**src/rtl/conv_window_stream.sv**
```systemverilog
// conv_window_stream
//   Turns a raster-order, multi-channel pixel stream into one K_H x K_W x CH
//   window per output position, with zero padding and stride generated
//   internally. K_H-1 column-addressed line buffers hold the previous padded
//   rows, so each input pixel is read exactly once.
//
// Ports
//   clk_en      clock
//   rst_n       synchronous reset, active-low
//   start       1-cycle pulse that begins a frame (ignored unless idle)
//   pix_valid / pix_ready / pix_data   input pixel handshake, channel k at
//                                      [k*BITWIDTH +: BITWIDTH]
//   win_valid / win_ready / win_data   output window handshake, element (i,j,k)
//                                      at [((i*K_W+j)*CH+k)*BITWIDTH +: BITWIDTH]
//   win_row, win_col                   output position of the presented window
//   busy        high while scanning or finishing a frame
//   frame_done  1-cycle pulse once the last window has been accepted
module conv_window_stream #(
  parameter int IMG_W    = 8,
  parameter int IMG_H    = 8,
  parameter int K_W      = 3,
  parameter int K_H      = 3,
  parameter int STRIDE   = 1,
  parameter int PAD      = 0,
  parameter int BITWIDTH = 8,
  parameter int CH       = 1
) (
  input  logic                             clk_en,
  input  logic                             rst_n,
  input  logic                             start,
  input  logic                             pix_valid,
  output logic                             pix_ready,
  input  logic [CH*BITWIDTH-1:0]           pix_data,
  output logic                             win_valid,
  input  logic                             win_ready,
  output logic [K_H*K_W*CH*BITWIDTH-1:0]   win_data,
  output logic [15:0]                      win_row,
  output logic [15:0]                      win_col,
  output logic                             busy,
  output logic                             frame_done
);

  localparam int DW = CH * BITWIDTH;
  localparam int WW = K_H * K_W * DW;
  localparam int PW = IMG_W + 2 * PAD;
  localparam int PH = IMG_H + 2 * PAD;
  localparam int AW = (PW > 1) ? $clog2(PW) : 1;

  localparam logic [15:0] COL_LAST  = 16'(PW - 1);
  localparam logic [15:0] ROW_END   = 16'(PH);
  localparam logic [15:0] COL_FIRST = 16'(K_W - 1);
  localparam logic [15:0] ROW_FIRST = 16'(K_H - 1);
  localparam logic [15:0] PAD_LO    = 16'(PAD);
  localparam logic [15:0] PAD_RIGHT = 16'(PAD + IMG_W);
  localparam logic [15:0] PAD_BOT   = 16'(PAD + IMG_H);
  localparam logic [15:0] S_LAST    = 16'(STRIDE - 1);
  localparam logic        COL_OK0   = (K_W == 1);
  localparam logic        ROW_OK0   = (K_H == 1);

  typedef enum logic [1:0] {S_IDLE, S_SCAN, S_DONE} state_t;

  state_t state_reg, state_next;

  logic [15:0] row_reg, col_reg;
  // Stride phase / output index trackers; *_ok means the window fits on that axis.
  logic [15:0] row_ph_reg, col_ph_reg, row_idx_reg, col_idx_reg;
  logic        row_ok_reg, col_ok_reg;

  logic          valid_reg;
  logic [WW-1:0] data_reg;
  logic [15:0]   out_row_reg, out_col_reg;

  logic          pad_pos, stall, scan_fin, adv, emit, last_col;
  logic [15:0]   col_next, row_next;
  logic [AW-1:0] col_addr;
  logic [DW-1:0] sample;

  assign stall    = valid_reg & ~win_ready;
  assign scan_fin = (row_reg == ROW_END);
  assign adv      = (state_reg == S_SCAN) & ~scan_fin & ~stall & (pad_pos | pix_valid);
  assign last_col = (col_reg == COL_LAST);
  assign col_next = last_col ? 16'd0 : col_reg + 16'd1;
  assign row_next = row_reg + 16'd1;
  assign col_addr = col_reg[AW-1:0];
  assign sample   = pad_pos ? '0 : pix_data;
  assign emit     = adv & row_ok_reg & col_ok_reg & (row_ph_reg == 16'd0) & (col_ph_reg == 16'd0);

  generate
    if (PAD > 0) begin : g_pad
      assign pad_pos = (row_reg < PAD_LO) | (row_reg >= PAD_BOT) |
                       (col_reg < PAD_LO) | (col_reg >= PAD_RIGHT);
    end else begin : g_nopad
      assign pad_pos = (row_reg >= PAD_BOT) | (col_reg >= PAD_RIGHT);
    end
  endgenerate

  // FSM: state register
  always_ff @(posedge clk_en) begin
    if (!rst_n) state_reg <= S_IDLE;
    else        state_reg <= state_next;
  end

  // FSM: next state. The scan only finishes once the last window has left.
  always_comb begin
    state_next = state_reg;
    case (state_reg)
      S_IDLE:  if (start) state_next = S_SCAN;
      S_SCAN:  if (scan_fin && (!valid_reg || win_ready)) state_next = S_DONE;
      S_DONE:  state_next = S_IDLE;
      default: state_next = S_IDLE;
    endcase
  end

  // FSM: outputs
  always_comb begin
    busy       = 1'b0;
    frame_done = 1'b0;
    pix_ready  = 1'b0;
    case (state_reg)
      S_SCAN: begin
        busy      = 1'b1;
        pix_ready = ~scan_fin & ~pad_pos & ~stall;
      end
      S_DONE: begin
        busy       = 1'b1;
        frame_done = 1'b1;
      end
      default: ;
    endcase
  end

  // Scan position and stride phase. Each axis restarts its phase at the first
  // coordinate where a full kernel fits, so (pos - K + 1) % STRIDE is tracked
  // incrementally instead of divided out.
  always_ff @(posedge clk_en) begin
    if (!rst_n) begin
      row_reg     <= '0;
      col_reg     <= '0;
      row_ph_reg  <= '0;
      col_ph_reg  <= '0;
      row_idx_reg <= '0;
      col_idx_reg <= '0;
      row_ok_reg  <= 1'b0;
      col_ok_reg  <= 1'b0;
    end else if (state_reg == S_IDLE && start) begin
      row_reg     <= '0;
      col_reg     <= '0;
      row_ph_reg  <= '0;
      col_ph_reg  <= '0;
      row_idx_reg <= '0;
      col_idx_reg <= '0;
      row_ok_reg  <= ROW_OK0;
      col_ok_reg  <= COL_OK0;
    end else if (adv) begin
      col_reg <= col_next;
      if (col_next == COL_FIRST) begin
        col_ph_reg  <= '0;
        col_idx_reg <= '0;
        col_ok_reg  <= 1'b1;
      end else begin
        if (col_next == 16'd0) col_ok_reg <= 1'b0;
        if (col_ph_reg == S_LAST) begin
          col_ph_reg  <= '0;
          col_idx_reg <= col_idx_reg + 16'd1;
        end else begin
          col_ph_reg <= col_ph_reg + 16'd1;
        end
      end
      if (last_col) begin
        row_reg <= row_next;
        if (row_next == ROW_FIRST) begin
          row_ph_reg  <= '0;
          row_idx_reg <= '0;
          row_ok_reg  <= 1'b1;
        end else if (row_ph_reg == S_LAST) begin
          row_ph_reg  <= '0;
          row_idx_reg <= row_idx_reg + 16'd1;
        end else begin
          row_ph_reg <= row_ph_reg + 16'd1;
        end
      end
    end
  end

  // Line buffers. lb_tap[0] is the incoming sample; lb_tap[g+1] is what row
  // buffer g holds at the current column (g=0 is the most recent row). On each
  // advance a column shifts one buffer deeper, oldest row falling off the end.
  logic [DW-1:0] lb_tap [K_H];
  assign lb_tap[0] = sample;

  genvar gi, gj;
  generate
    for (gi = 0; gi < K_H - 1; gi++) begin : g_line
      logic [DW-1:0] mem [PW];
      always_ff @(posedge clk_en) begin
        if (adv) mem[col_addr] <= lb_tap[gi];
      end
      assign lb_tap[gi+1] = mem[col_addr];
    end
  endgenerate

  // Window register: columns shift left, new column (top row = oldest) enters on the right.
  logic [DW-1:0] win_reg   [K_H][K_W];
  logic [DW-1:0] win_shift [K_H][K_W];
  logic [WW-1:0] win_flat;

  generate
    for (gi = 0; gi < K_H; gi++) begin : g_wrow
      for (gj = 0; gj < K_W; gj++) begin : g_wcol
        if (gj == K_W - 1) begin : g_new
          assign win_shift[gi][gj] = lb_tap[K_H-1-gi];
        end else begin : g_old
          assign win_shift[gi][gj] = win_reg[gi][gj+1];
        end
        always_ff @(posedge clk_en) begin
          if (!rst_n)   win_reg[gi][gj] <= '0;
          else if (adv) win_reg[gi][gj] <= win_shift[gi][gj];
        end
        assign win_flat[(gi*K_W+gj)*DW +: DW] = win_shift[gi][gj];
      end
    end
  endgenerate

  // One-deep output register; reloads in the same cycle it is drained.
  always_ff @(posedge clk_en) begin
    if (!rst_n) begin
      valid_reg   <= 1'b0;
      data_reg    <= '0;
      out_row_reg <= '0;
      out_col_reg <= '0;
    end else if (emit) begin
      valid_reg   <= 1'b1;
      data_reg    <= win_flat;
      out_row_reg <= row_idx_reg;
      out_col_reg <= col_idx_reg;
    end else if (win_ready) begin
      valid_reg <= 1'b0;
    end
  end

  assign win_valid = valid_reg;
  assign win_data  = data_reg;
  assign win_row   = out_row_reg;
  assign win_col   = out_col_reg;

endmodule
```
**config.mk**
```make
export PLATFORM = sky130hd
export DESIGN_NAME = conv_window_stream
export DESIGN_NICKNAME = d
export VERILOG_FILES = /design/src/rtl/conv_window_stream.sv
export SDC_FILE = /design/constraint.sdc
export NUM_CORES = 1
export LEC_CHECK = 0
export CORE_ASPECT_RATIO = 1.75
export CORE_MARGIN = 1
export CORE_UTILIZATION = 40
export CTS_CLUSTER_DIAMETER = 100
export CTS_CLUSTER_SIZE = 28
export DETAILED_ROUTE_END_ITERATION = 6
export GPL_TIMING_DRIVEN = 0
export PLACE_DENSITY_LB_ADDON = 0.08
export SYNTH_ARGS = -nofsm -noshare
export SYNTH_HDL_FRONTEND = slang
export SYNTH_SLANG_ARGS = --single-unit
```
**constraint.sdc**
```tcl
create_clock -name clk_en -period 7.3 [get_ports clk_en]
set_clock_uncertainty 0.2 [all_clocks]
set_input_delay 2.19 -clock clk_en [delete_from_list [all_inputs] [get_ports clk_en]]
set_output_delay 2.19 -clock clk_en [all_outputs]
set_load 0.02 [all_outputs]
```
==> reports/qor.txt <==
Site Rows -> 97
Tmin final -> 6.275 ns
CP startpoint kind -> input pin
DP HPWL -> 33010 um
Final period utilization -> 85.96%
Setup crit start -> win_ready
Critical Path End Type -> output pin
Post-synth ARST share -> 0%
Yosys reg bits -> 384
First-pass GRT wire length -> 67810 um
LEAKAGE -> 6.358 nW
Distinct cells, synth -> 59
Nets -> 1667
Via count -> 11430
Layout Area Growth over Synthesis -> 15.79%
Critical Path Sink -> pix_ready
Rel. slew slack -> 21.52%
Ratio of cells with drive above 1 in the final layout -> 6.922%
# DRC -> 0
PwrDens -> 196.6 mW/mm2
Max reg flops -> 128
DIE HEIGHT -> 267.7 um
H-tree Lvls -> 1
CTS hold repair buffers -> 0
Routed len/inst -> 20.73 um
Status -> finished, final reports clean
Vias in the first global route -> 11470
IO Count -> 121
RSZ-0062 raised after global routing -> false
Reg2Reg Setup Slack -> 2.78 ns
Critical path data arrival time -> 3.88 ns
Hold Vio Cnt, Final -> 0
Post-CTS Resized -> 0
Final setup vio count -> 0
Seq/Total Area, Yosys -> 58.54%
Antenna diodes -> 0
CP max FO -> 4
Worst Hold Class -> reg -> reg
Initial antenna violation count -> 0
Fmax -> 159.4 MHz
Global Route Usage Sum -> 21.85%
Ys Warns -> 0
Fill count -> 3730
Worst r2r path cells -> 9
CTS root buf -> clkbuf_16
GPL Wtd Cong -> 0.8631
Cell area after synthesis -> 0.01614 mm2
Post-Route WL -> 44400 um
Placed cell areas -> 0.01819 mm2
Die extent in x -> 153.9 um
Synthesized instance count -> 1480
Num CTS Buffers -> 17
Largest net degree at the start of global routing -> 34
Final Core Density -> 46.81%
Port Buffers -> 119
CTS tree -> yes
Reg2Reg Launch Point -> row_reg[0]
Max clock buf depth -> 3
Antenna-violating nets left -> 0
Most used DFF post-synth -> dfxtp_1
Worst hold slack -> 0.2541 ns
Commonest non-fill, non-tap cells in the layout -> nand2_1, dfxtp_1, edfxtp_1
Post-CTS setup buffer count -> 0
Vias/cell -> 5.336
Most common cell after layout, fill and taps aside -> nand2_1
Final Instance Area -> 0.01869 mm2
Max VDD drop -> 0.1710 mV
Largest area contributor in the netlist -> edfxtp_1
CORE AREA -> 0.03993 mm2
Max cap viols -> 0
Crit Reg-Reg Endpoint -> row_ph_reg[11]
Post-synth EDFFs -> 176
Slew Limit Fails -> 0
Drt initial violations -> 658
Worst skew pair latency -> 0.55 ns
Worst-path cell chain -> clkdlybuf4s50_1 > nand2b_1 > and2_1 > and2_1 > clkdlybuf4s50_1
DR pass1 iterations -> 5
Syn avg cell area -> 10.91 um2
CTS Sinks -> 384
Initial Util -> 40.43%
CP max stage delay -> 0.61 ns
Syn Nets -> 1510
Req. time, crit path -> 4.91 ns
Tightest Pin Transition -> 1.148 ns
Slowest-stage cell, CP -> clkdlybuf4s50_1
Top-area cell type share of the netlist area -> 32.74%
Clock-pin slew on the worst setup and hold paths -> 0.11 ns
Synth area leaders -> edfxtp_1, dfxtp_1, nand2_1
Die area -> 0.04119 mm2
Total congestion overflow -> 0
WS Path Type -> in -> out
-- power by group --
part	internal (mW)	total (mW)	switching (mW)
combinational	0.0690	0.226	0.157
sequential	2.29	2.30	0.0133
clock	0.467	1.15	0.683
total	2.82	3.67	0.853
-- worst max-delay path, delay by kind of cell --
kind          cells  cell delay [ns]
buf+inv           2             1.06
simple gates      3             0.64
-- cell families (layout without fill, tap and decap cells) --
family          Yosys count  count (layout)  share of synthesized area [%]
buf+inv                 133             300                          3.387
simple gates            635             635                          19.31
fa+ha+maj                17              17                          1.318
compound gates          200             200                          8.542
mux                      52              52                          5.705
xor+xnor                 59              59                          3.201
flops                   384             384                          58.54
-- per-stage QoR --
step | setup slack [ns] | instances | power (mW) | TNS, ns
after floorplan | 1.765 | 1480 | 2.479 | 0
after global placement | -1.383 | 2094 | 2.572 | -91.90
after detailed placement | 0.9310 | 2112 | 2.579 | 0
after CTS | 0.8851 | 2141 | 3.726 | 0
after global routing | 0.7743 | 2142 | 3.810 | 0
final | 1.025 | 2142 | 3.675 | 0
-- area by class of cell --
cell class | instances | area, um2 | area share (%)
repair buffers | 138 | 1391 | 7.444
clock buffers | 26 | 459.2 | 2.457
plain buffers | 97 | 411.6 | 2.202
clock inverters | 3 | 35.03 | 0.1874
well taps | 495 | 619.3 | 3.314
inverters | 36 | 135.1 | 0.7230
flip-flops and latches | 384 | 9449 | 50.56
multi-input cells | 963 | 6190 | 33.12
-- synth_stat cells, drive strengths merged (2+ instances only) --
master and instances:
a211oi 2, a21boi 89, a21o 4, a21oi 36, a22o 4, a22oi 2
a31oi 3, and2 21, and3 55, and4 11, buf 31, clkbuf 66
dfxtp 208, edfxtp 176, ha 17, inv 36, mux2i 20, mux4 32
nand2 254, nand2b 4, nand3 38, nand3b 4, nand4 47, nand4b 4
nor2 90, nor2b 3, nor3 52, nor4 16, nor4b 5, o211a 16
o211ai 3, o21ai 32, o22ai 3, o31ai 2, or2 5, or3 17
or4 5, xnor2 22, xor2 37
-- worst min path at each step --
stage                             from           end  slack, ns  cells past startpoint
after floorplan             col_ok_reg    col_ok_reg       0.24                      2
after global placement    win_data[55]  win_data[55]       0.24                      2
after detailed placement  win_data[27]  win_data[27]       0.24                      2
after CTS                 win_data[27]  win_data[27]       0.26                      2
after global routing       win_data[4]   win_data[4]       0.27                      2
final                       win_row[5]    win_row[5]       0.25                      2
-- routing by layer --
metal  vias up  GRT usage (%)  part of all wire (%)
met4         0          9.730                   4.3
met1      5547          23.47                    38
met2       235          42.92                    55
met5         -              0                     0
met3        76          1.903                   2.9
li1       5571              -                     -
Note: power is estimated with default switching activity, not from simulation.
